[src/rtl/lsu_pkg.sv]
// Shared definitions for the load/store unit.
// Holds the FSM state encoding, the RV32I funct3 size/sign codes used by
// loads and stores, and the byte-enable width of the data bus.
package lsu_pkg;

    typedef enum logic [1:0] {
        ST_IDLE = 2'd0,
        ST_REQ  = 2'd1,
        ST_RESP = 2'd2,
        ST_DONE = 2'd3
    } lsu_state_e;

    localparam logic [2:0] F3_LB  = 3'b000;
    localparam logic [2:0] F3_LH  = 3'b001;
    localparam logic [2:0] F3_LW  = 3'b010;
    localparam logic [2:0] F3_LBU = 3'b100;
    localparam logic [2:0] F3_LHU = 3'b101;

    localparam logic [2:0] F3_SB  = 3'b000;
    localparam logic [2:0] F3_SH  = 3'b001;
    localparam logic [2:0] F3_SW  = 3'b010;

    localparam int BE_W = 4;

endpackage

[src/rtl/lsu_align.sv]
// Combinational lane logic for the load/store unit.
// Request side: legality/alignment check, byte enables and store-data
// replication from the incoming instruction.
// Response side: byte/half lane selection and sign/zero extension of the
// read data, driven by the captured funct3 and address low bits.
//   req_we_i, req_funct3_i, req_addr_lo_i, req_wdata_i : incoming request
//   req_be_o, req_wdata_o, req_bad_o                   : lanes and illegal/misaligned flag
//   ld_funct3_i, ld_addr_lo_i, ld_rdata_i              : captured load info and bus data
//   ld_data_o                                          : extended load result
module lsu_align
    import lsu_pkg::*;
(
    input  logic            req_we_i,
    input  logic [2:0]      req_funct3_i,
    input  logic [1:0]      req_addr_lo_i,
    input  logic [31:0]     req_wdata_i,
    output logic [BE_W-1:0] req_be_o,
    output logic [31:0]     req_wdata_o,
    output logic            req_bad_o,
    input  logic [2:0]      ld_funct3_i,
    input  logic [1:0]      ld_addr_lo_i,
    input  logic [31:0]     ld_rdata_i,
    output logic [31:0]     ld_data_o
);

    logic       illegal;
    logic       misalign;
    logic [7:0] lane_b;
    logic [15:0] lane_h;

    // Stores only define sizes 0..2 unsigned-free; loads additionally allow
    // the unsigned byte/half forms (4, 5).
    always_comb begin
        if (req_we_i) begin
            illegal = req_funct3_i[2] | (req_funct3_i[1:0] == 2'b11);
        end else begin
            illegal = (req_funct3_i[1:0] == 2'b11) | (req_funct3_i == 3'b110);
        end
    end

    always_comb begin
        case (req_funct3_i[1:0])
            2'b00: begin
                misalign    = 1'b0;
                req_be_o    = 4'b0001 << req_addr_lo_i;
                req_wdata_o = {4{req_wdata_i[7:0]}};
            end
            2'b01: begin
                misalign    = req_addr_lo_i[0];
                req_be_o    = 4'b0011 << {req_addr_lo_i[1], 1'b0};
                req_wdata_o = {2{req_wdata_i[15:0]}};
            end
            default: begin
                misalign    = |req_addr_lo_i;
                req_be_o    = 4'b1111;
                req_wdata_o = req_wdata_i;
            end
        endcase
    end

    assign req_bad_o = illegal | misalign;

    always_comb begin
        case (ld_addr_lo_i)
            2'd0:    lane_b = ld_rdata_i[7:0];
            2'd1:    lane_b = ld_rdata_i[15:8];
            2'd2:    lane_b = ld_rdata_i[23:16];
            default: lane_b = ld_rdata_i[31:24];
        endcase
        lane_h = ld_addr_lo_i[1] ? ld_rdata_i[31:16] : ld_rdata_i[15:0];

        case (ld_funct3_i)
            F3_LB:   ld_data_o = 32'($signed(lane_b));
            F3_LH:   ld_data_o = 32'($signed(lane_h));
            F3_LBU:  ld_data_o = {24'd0, lane_b};
            F3_LHU:  ld_data_o = {16'd0, lane_h};
            default: ld_data_o = ld_rdata_i;
        endcase
    end

endmodule

[src/rtl/load_store_unit.sv]
// RV32I memory-stage load/store unit.
// Accepts one load or store from the pipeline in IDLE, issues a single
// word-aligned bus request, waits for the load response (bounded by
// TIMEOUT_CYCLES) and signals completion with a one-cycle o_done.
//   i_clk, i_reset_n                 : clock, async active-low reset
//   i_req_valid/we, i_funct3, i_addr, i_wr_data : instruction from the pipeline
//   o_stall, o_done, o_rd_data       : pipeline control and load result
//   o_misaligned, o_bus_err          : illegal/misaligned flag, load timeout pulse
//   o_bus_*, i_bus_ready             : bus request channel
//   i_bus_rvalid, i_bus_rdata        : bus load response
module load_store_unit
    import lsu_pkg::*;
#(
    parameter int DATA_WIDTH     = 32,
    parameter int TIMEOUT_CYCLES = 255
) (
    input  logic                  i_clk,
    input  logic                  i_reset_n,
    input  logic                  i_req_valid,
    input  logic                  i_req_we,
    input  logic [2:0]            i_funct3,
    input  logic [DATA_WIDTH-1:0] i_addr,
    input  logic [DATA_WIDTH-1:0] i_wr_data,
    output logic                  o_stall,
    output logic                  o_done,
    output logic [DATA_WIDTH-1:0] o_rd_data,
    output logic                  o_misaligned,
    output logic                  o_bus_err,
    output logic                  o_bus_valid,
    input  logic                  i_bus_ready,
    output logic                  o_bus_we,
    output logic [DATA_WIDTH-1:0] o_bus_addr,
    output logic [DATA_WIDTH-1:0] o_bus_wdata,
    output logic [BE_W-1:0]       o_bus_be,
    input  logic                  i_bus_rvalid,
    input  logic [DATA_WIDTH-1:0] i_bus_rdata
);

    localparam int             CNT_W    = $clog2(TIMEOUT_CYCLES + 1);
    localparam logic [CNT_W-1:0] CNT_LAST = CNT_W'(TIMEOUT_CYCLES - 1);

    lsu_state_e            state_q, state_d;
    logic [CNT_W-1:0]      cnt_q, cnt_d;
    logic                  err_q, err_d;
    logic [DATA_WIDTH-1:0] rd_data_q, rd_data_d;

    logic                  we_q;
    logic [2:0]            funct3_q;
    logic [DATA_WIDTH-1:0] addr_q;
    logic [DATA_WIDTH-1:0] wdata_q;
    logic [BE_W-1:0]       be_q;

    logic                  capture;
    logic                  req_bad;
    logic                  req_ok;
    logic [BE_W-1:0]       req_be;
    logic [DATA_WIDTH-1:0] req_wdata;
    logic [DATA_WIDTH-1:0] ld_data;

    lsu_align u_align (
        .req_we_i     (i_req_we),
        .req_funct3_i (i_funct3),
        .req_addr_lo_i(i_addr[1:0]),
        .req_wdata_i  (i_wr_data),
        .req_be_o     (req_be),
        .req_wdata_o  (req_wdata),
        .req_bad_o    (req_bad),
        .ld_funct3_i  (funct3_q),
        .ld_addr_lo_i (addr_q[1:0]),
        .ld_rdata_i   (i_bus_rdata),
        .ld_data_o    (ld_data)
    );

    assign req_ok = i_req_valid & ~req_bad;

    always_comb begin
        state_d   = state_q;
        cnt_d     = cnt_q;
        err_d     = 1'b0;
        rd_data_d = rd_data_q;
        capture   = 1'b0;
        case (state_q)
            ST_IDLE: begin
                if (req_ok) begin
                    capture = 1'b1;
                    state_d = ST_REQ;
                end
            end
            ST_REQ: begin
                if (i_bus_ready) begin
                    state_d = we_q ? ST_DONE : ST_RESP;
                    cnt_d   = '0;
                end
            end
            ST_RESP: begin
                if (i_bus_rvalid) begin
                    rd_data_d = ld_data;
                    state_d   = ST_DONE;
                end else if (cnt_q == CNT_LAST) begin
                    // This RESP cycle brings the count to TIMEOUT_CYCLES.
                    rd_data_d = '0;
                    err_d     = 1'b1;
                    state_d   = ST_DONE;
                end else begin
                    cnt_d = cnt_q + 1'b1;
                end
            end
            ST_DONE: begin
                // A still-asserted i_req_valid here is the instruction just
                // completed, so it must not be accepted again.
                state_d = ST_IDLE;
            end
            default: state_d = ST_IDLE;
        endcase
    end

    always_ff @(posedge i_clk or negedge i_reset_n) begin
        if (!i_reset_n) begin
            state_q   <= ST_IDLE;
            cnt_q     <= '0;
            err_q     <= 1'b0;
            rd_data_q <= '0;
        end else begin
            state_q   <= state_d;
            cnt_q     <= cnt_d;
            err_q     <= err_d;
            rd_data_q <= rd_data_d;
        end
    end

    // Request payload is held stable from capture until the next capture.
    always_ff @(posedge i_clk) begin
        if (capture) begin
            we_q     <= i_req_we;
            funct3_q <= i_funct3;
            addr_q   <= i_addr;
            wdata_q  <= req_wdata;
            be_q     <= req_be;
        end
    end

    assign o_stall      = (state_q == ST_REQ) | (state_q == ST_RESP) |
                          ((state_q == ST_IDLE) & req_ok);
    assign o_misaligned = (state_q == ST_IDLE) & i_req_valid & req_bad;
    assign o_done       = (state_q == ST_DONE);
    assign o_bus_err    = err_q;
    assign o_rd_data    = rd_data_q;
    assign o_bus_valid  = (state_q == ST_REQ);
    assign o_bus_we     = we_q;
    assign o_bus_addr   = {addr_q[DATA_WIDTH-1:2], 2'b00};
    assign o_bus_wdata  = wdata_q;
    assign o_bus_be     = be_q;

endmodule

[config.mk]
export PLATFORM = sky130hd
export DESIGN_NAME = load_store_unit
export DESIGN_NICKNAME = d
export VERILOG_FILES = /design/src/rtl/lsu_pkg.sv /design/src/rtl/lsu_align.sv /design/src/rtl/load_store_unit.sv
export SDC_FILE = /design/constraint.sdc
export NUM_CORES = 1
export LEC_CHECK = 0
export ABC_CLOCK_PERIOD_IN_PS = 20500
export BUFFER_PORTS_ARGS = -buffer_cell sky130_fd_sc_hd__buf_2
export CORE_ASPECT_RATIO = 0.5
export CORE_MARGIN = 5
export CORE_UTILIZATION = 52
export CTS_CLUSTER_DIAMETER = 120
export CTS_CLUSTER_SIZE = 25
export DETAILED_ROUTE_END_ITERATION = 12
export GPL_TIMING_DRIVEN = 1
export PLACE_DENSITY = 0.92
export SLEW_MARGIN = 0
export SYNTH_ARGS = -nofsm -noshare
export SYNTH_HDL_FRONTEND = slang
export SYNTH_SLANG_ARGS = --single-unit
[constraint.sdc]
create_clock -name i_clk -period 20.5 [get_ports i_clk]
set_input_delay 4.1 -clock i_clk [delete_from_list [all_inputs] [get_ports i_clk]]
set_output_delay 4.1 -clock i_clk [all_outputs]
set_load 0.05 [all_outputs]
# Yosys cells after proc, flatten, opt, wreduce, memory -nomap -nowiden
# Cells that the tools add are included.
# classes
n_shift,2
bitwise_logic,10
reduce_logical,10
n_addsub,1
eq_ne,17
n_mux,24
# ops
cell,count
one-hot mux 32 bit (4 select lines),1
2-to-1 mux 32 bit,2
one-hot mux 32 bit (2 select lines),1
2-to-1 mux 8 bit,3
one-hot mux 8 bit (3 select lines),1
2-to-1 mux 16 bit,1
one-hot mux 8 bit (2 select lines),1
"== test 3 bit, second input constant",3
"adder 8 x 1 -> 8 bit, second input constant",1
"== test 2 bit, second input constant",4
"== test 8 bit, second input constant",1
2-to-1 mux 2 bit,4
one-hot mux 2 bit (4 select lines),1
one-hot mux 4 bit (2 select lines),1
2-to-1 mux 1 bit,7
"== test 2 x 1 -> 1 bit, second input constant",3
logical NOT 2 bit,3
"!= test 2 bit, second input constant",3
OR 1 bit,5
bitwise AND 1 bit,4
AND reduction 4 bit,1
nonzero test 2 bit,2
"<< shifter 1 x 2 -> 4 bit, first input constant",1
"<< shifter 2 x 2 -> 4 bit, first input constant",1
9 further kinds,9
# totals
elab_cells,73
input_bits,105
out_inout_bits,106
reg_bits,115

# Longest topological paths before layout
# Gate-level depths: netlist of run 1.
# logic_depth
depth_word,8
depth_mapped,8
depth_no_buf,7

# By module
# A second synthesis of run 1 with hierarchy kept.
# unflattened
cells_unflattened,439
hier_area_um2,5427.7
# by_module_without_submodules
module,instances,area_each_um2,seq_area_each_um2,cells_per_inst
load_store_unit,1,4275.4,3238.1,253
lsu_align,1,1152.4,0.0,186

# Worst setup path before layout of run 1
# OpenSTA, ideal clock, no wires.
# synth_timing
kind,in2out
start,input port i_funct3[0]
end,output port o_stall
path_stages,4
required_time_ns,16.400
setup_slack_ns,7.943
path_buffers,0
arrival_time_ns,8.457
path_cell_list,a221oi_1 -> or2_2 -> nor2b_1 -> or2_2
# synth_between
elab_chain_len,8
word_cells_on_any_way,13
cone_classes,eq/ne (3); mux (2); bitwise (7); reduce/logical (1)
# synth_rtl
item,line_no,source
from (decl),load_store_unit.sv:21,"input logic [2:0] i_funct3,"
== test 3 bit / == test 2 bit (equally long branches),"lsu_align.sv:37, lsu_align.sv:35",
OR 1 bit (on tied branches),"lsu_align.sv:37, lsu_align.sv:35",
2-to-1 mux 1 bit,lsu_align.sv:34,if (req_we_i) begin
OR 1 bit (*),lsu_align.sv:61,assign req_bad_o = illegal | misalign;
inverter 1 bit (*),load_store_unit.sv:74,assign req_ok = i_req_valid & ~req_bad;
bitwise AND 1 bit (*),load_store_unit.sv:74,
bitwise AND 1 bit (*),load_store_unit.sv:143,((state_q == ST_IDLE) & req_ok);
OR 1 bit (*),load_store_unit.sv:142,assign o_stall = (state_q == ST_REQ) | (state_q == ST_RESP) |
to (decl),load_store_unit.sv:24,"output logic o_stall,"
# Every way passes the cells marked *; elsewhere a longest branch is shown, timed or not.

# Worst setup path in the final report of run 1
# layout_timing
start,input port i_funct3[1]
end,output port o_stall
# The elaborated chain is that of the path after synthesis.

==> results of run 1 <==
final cells by class:
| type | instances | area (um^2) |
|---|---|---|
| flip-flops and latches | 115 | 3240 |
| fillers | 642 | 2900 |
| multi-input cells | 216 | 1570 |
| repair buffers | 210 | 1060 |
| clock buffers | 18 | 429 |
| well taps | 135 | 169 |
| clock inverters | 14 | 144 |
| inverters | 8 | 30.0 |
path summary, 6_finish.rpt:
check,depth (start not counted),start,endpoint
max in group asynchronous,1,i_reset_n,cnt_q[0]
min in group asynchronous,1,i_reset_n,o_rd_data[26]
setup reg to reg,5,state_q[0],o_rd_data[27]
hold reg to reg,2,o_rd_data[2],o_rd_data[2]
hold / removal,2,o_rd_data[2],o_rd_data[2]
setup / recovery,6,i_funct3[1],o_stall
flip-flops by register name, summed over array words and instances, names as in the netlist, 2 cells and up:
signal       count
addr_q          32
o_bus_wdata     32
o_rd_data       32
cnt_q            8
o_bus_be         4
funct3_q         3
state_q          2
cells in the mapped netlist (2+ instances only):
cell and count:
buf_4 33, edfxtp_1 72, xnor2_1 4, nor2b_1 11
buf_1 2, o21bai_1 2, nand2b_1 2, a211oi_1 10
nand2_1 25, or2_2 2, nor2_1 16, inv_1 8
ha_1 7, buf_2 3, dfrtp_1 43, a21oi_1 19
clkbuf_1 11, o21ai_0 23, mux2_2 18, mux2i_1 8
a22o_1 7, a21o_1 10, nand3b_1 2, a221oi_1 2
nand3_1 5, a221o_1 25
power breakdown:
part | switching, uW | internal [uW]
logic | 220 | 77.6
registers | 22.7 | 290
clock network | 98.6 | 187
total | 342 | 555
critical path, stage by stage:
cell and delay, ns:
buf_2 0.43, a221oi_1 0.15, or2_2 0.35, nor2b_4 0.13
or2_2 0.27, buf_2 0.21
stage by stage:
stage / power, uW / instance area (um^2)
after floorplan: 541 / 5150
after global placement: 605 / 6060
after detailed placement: 612 / 6060
after CTS: 901 / 6640
after global routing: 936 / 6640
final: 896 / 6640
kinds of logic after synthesis:
group	Yosys count	share of synthesized area, %
flip-flops	115	62.9
multiplexers	27	5.93
AO/OA/AOI/OAI	102	14.6
XOR/XNOR	5	0.850
AND/OR/NAND/NOR	73	7.12
buffers and inverters	58	6.85
adder cells (fa/ha/maj)	7	1.70
other	1	0.0728
layer usage:
layer | share of wire, % | GRT usage [%] | vias up
met4 | 2.1 | 8.95 | 0
li1 | - | - | 1791
met3 | 6.4 | 5.64 | 23
met1 | 39 | 26.0 | 1870
met5 | 0 | 0 | -
met2 | 52 | 39.3 | 150
==> reports/results.ini, run 1 <==
[status]
status = completed

[die]
initial_core_util_pct = 54.0
die_w_um = 151
rows = 25
die_h_um = 80.4
die_area_um2 = 12100
coreArea_um2 = 9540
boundaryPins = 211

[final_layout]
diodes = 0
drive_gt1_share_pct = 44.9
area_growth_pct = 28.9
post-route-util_pct = 69.6
final_cell_mix = 208 x buf_2, 72 x edfxtp_1, 43 x dfrtp_1, 25 x nand2_1, 25 x a221o_1
final_common_cell = buf_2
fin_cells = 716
nets = 680

[sta]
worst_slack_ns = 10.76
tightest_slew_ns = 1.16
relSlewSlack_pct = 22.7
hold_viol_final = 0
fin_crit_ns = 9.74
period_share_pct = 47.5
whs_ns = 0.479
rsz0062_at_grt = false
setup-tns-final_ns = 0
finalMaxSlewViolations = 0
fin_skew_ns = 0.00506
clock.fmax_mhz = 103
setup_viol = 0

[drt]
firstDrtPassIters = 5
vias_per_cell = 5.35
drc = 0
num_vias = 3834
wl_per_cell_um = 18.5
ant_nets = 0
drt_iter0_drc = 256
wirelength_um = 13300

[logic_synthesis]
synth.top_cell.area_share_pct = 42.0
ys_warn_count = 0
synth-main-ff-cell = edfxtp_1
syn_area_per_cell_um2 = 13.3
synth_seq_cells = 115
synthArstFlopShare_pct = 37.4
synth_top_area_cell = edfxtp_1
netlist_instances = 388
synthTopCellsByArea = edfxtp_1 42%, dfrtp_1 21%, a221o_1 4.9%, buf_4 4.8%, mux2_2 3.9%
yosysSeqAreaShare_pct = 62.9
synthDistinctLibCells = 44
syn_area_um2 = 5150
synth_edf_count = 72

[cts]
cts_tree = yes
clockRootBuffer = clkbuf_16
clk_pin_slew_worst_paths_ns = 0.05
cts_buffers = 17
numClockSinks = 115
post_cts_buffers = 0
worstSkewPairLatency_ns = 0.40
post_cts_resized = 0
h-tree-depth = 4
cts_hold_buf = 0
cts.path.max_buffers = 2

[placed_design]
portBuffers = 208
pre_cts_ws_ns = 10.75
dp.cells = 684
dp_hpwl_um = 9500
gp_congestion = 0.857

[hold_path]
hp-class = reg2reg

[critical_path]
critical_path_class = in2out
arrival_ns = 5.64
start_kind = primary input
reg2reg_slack_ns = 17.73
endpoint_kind = output pin
required_ns = 16.40
crit_path_max_fanout = 31

[global_route]
track_usage_pct = 22.2
grt_pass1_wl_um = 20400
grt_pass1_vias = 3918
grt_overflow = 0
grt_start_max_net_pins = 73
antenna_found_initial = 0

[pwr]
p_per_area_nw_per_um2 = 135
ir_worst_vdd_mv = 0.0759
cellLeakagePower_uw = 0.00299

[run]
maxCapViolCount = 0

Note: power is estimated with default switching activity, not from simulation.
==> run 2, diff against run 1 <==
ABC_CLOCK_PERIOD_IN_PS = 8500   (was 20500)
CORE_UTILIZATION = 44   (was 52)
PLACE_DENSITY = 0.84   (was 0.92)
clock period = 8.5 ns   (was 20.5 ns; I/O delays follow)
==> reports/results.ini, run 2 (same netlist as run 1, synthesis figures left out) <==
[die]
die_area_um2 = 14100
rows = 27
die_h_um = 86.5
initial_core_util_pct = 45.9
die_w_um = 163
coreArea_um2 = 11200
boundaryPins = 211

[final_layout]
final_common_cell = buf_2
post-route-util_pct = 59.3
nets = 680
drive_gt1_share_pct = 45.1
area_growth_pct = 29.0
nFillCells = 940
final_cell_mix = 208 x buf_2, 72 x edfxtp_1, 43 x dfrtp_1, 25 x nand2_1, 25 x a221o_1
diodes = 0

[critical_path]
slowest_stage = buf_2
crit_path_max_fanout = 31
r2r_cells = 5
arrival_ns = 3.21
start_kind = primary input
critical_path_class = in2out
cpPeakStageDelay_ns = 0.44
required_ns = 6.80
worstPathCellList = buf_2, a221oi_1, or2_2, nor2b_4, or2_2, buf_2
endpoint_kind = output pin

[status]
status = completed

[placed_design]
dp_hpwl_um = 9700
gp_congestion = 0.820
portBuffers = 208
pre_cts_ws_ns = 3.59

[drt]
ant_nets = 0
drc = 0
firstDrtPassIters = 5
drt_iter0_drc = 289
wl_per_cell_um = 17.8
wirelength_um = 13200
vias_per_cell = 5.17
num_vias = 3823

[cts]
post_cts_buffers = 0
clk_pin_slew_worst_paths_ns = 0.06
cts.path.max_buffers = 2
cts_buffers = 17
post_cts_resized = 0
h-tree-depth = 4
cts_hold_buf = 0
cts_tree = yes
worstSkewPairLatency_ns = 0.39
clockRootBuffer = clkbuf_16
numClockSinks = 115

[sta]
period_share_pct = 57.8
hold_viol_final = 0
worst_slack_ns = 3.59
setup-tns-final_ns = 0
setup_viol = 0
clock.fmax_mhz = 204
fin_skew_ns = 0.00969
tightest_slew_ns = 1.10
finalMaxSlewViolations = 0
rsz0062_at_grt = false
whs_ns = 0.467
fin_crit_ns = 4.91
relSlewSlack_pct = 26.1

[hold_path]
hp-class = reg2reg
hold_path_depth = 2

[pwr]
ir_worst_vdd_mv = 0.139
p_per_area_nw_per_um2 = 321
cellLeakagePower_uw = 0.00298

[global_route]
grt_start_max_net_pins = 73
antenna_found_initial = 0
track_usage_pct = 18.6
grt_overflow = 0
grt_pass1_wl_um = 20700
grt_pass1_vias = 3933

[run]
maxCapViolCount = 0

## run 2: final timing paths
path | startpoint | endpoint | slack (ns)
worst max-delay path | i_funct3[1] | o_stall | 3.59
worst min-delay path | o_rd_data[6] | o_rd_data[6] | 0.47
worst max register to register | state_q[0] | o_rd_data[17] | 5.77
worst min register to register | o_rd_data[6] | o_rd_data[6] | 0.47
max in group asynchronous | i_reset_n | o_rd_data[31] | 6.41
min in group asynchronous | i_reset_n | state_q[1] | 1.47
## run 2: through the flow
stage | area, um^2 | std cells | power [uW]
2_1_floorplan | 5150 | 389 | 1300
3_3_place_gp | 6090 | 708 | 1460
3_5_place_dp | 6090 | 708 | 1480
4_1_cts | 6650 | 740 | 2150
5_1_grt | 6650 | 740 | 2240
6_report | 6650 | 740 | 2140
## run 2: per-layer routing
layer | GRT usage, % | wire, um | up-vias
met5 | 0 | 0 | -
met3 | 5.51 | 949 | 16
met1 | 22.9 | 5230 | 1869
li1 | - | - | 1788
met4 | 6.32 | 188 | 0
met2 | 31.8 | 6790 | 150
## run 2: power breakdown
group / internal, uW / total [uW] / leakage (uW) / switching, uW
combinational: 187 / 716 / 0.00151 / 529
clock: 426 / 665 / 0.000264 / 239
sequential: 698 / 755 / 0.00121 / 56.7
total: 1310 / 2140 / 0.00298 / 825
## run 2: critical path: cells and delay by family
family / cells / cell delay (ns)
and+or+nand+nor: 3 / 0.74
buffers and inverters: 2 / 0.65
AOI/OAI and AO/OA: 1 / 0.12
## run 2: area by class of cell
class,count,area [um^2],area share (%)
Tap cell,159,199,2.99
Timing Repair Buffer,210,1060,15.9
Multi-Input combinational cell,216,1570,23.6
Clock buffer,20,437,6.57
Inverter,8,30.0,0.452
Clock inverter,12,115,1.73
Sequential cell,115,3240,48.7
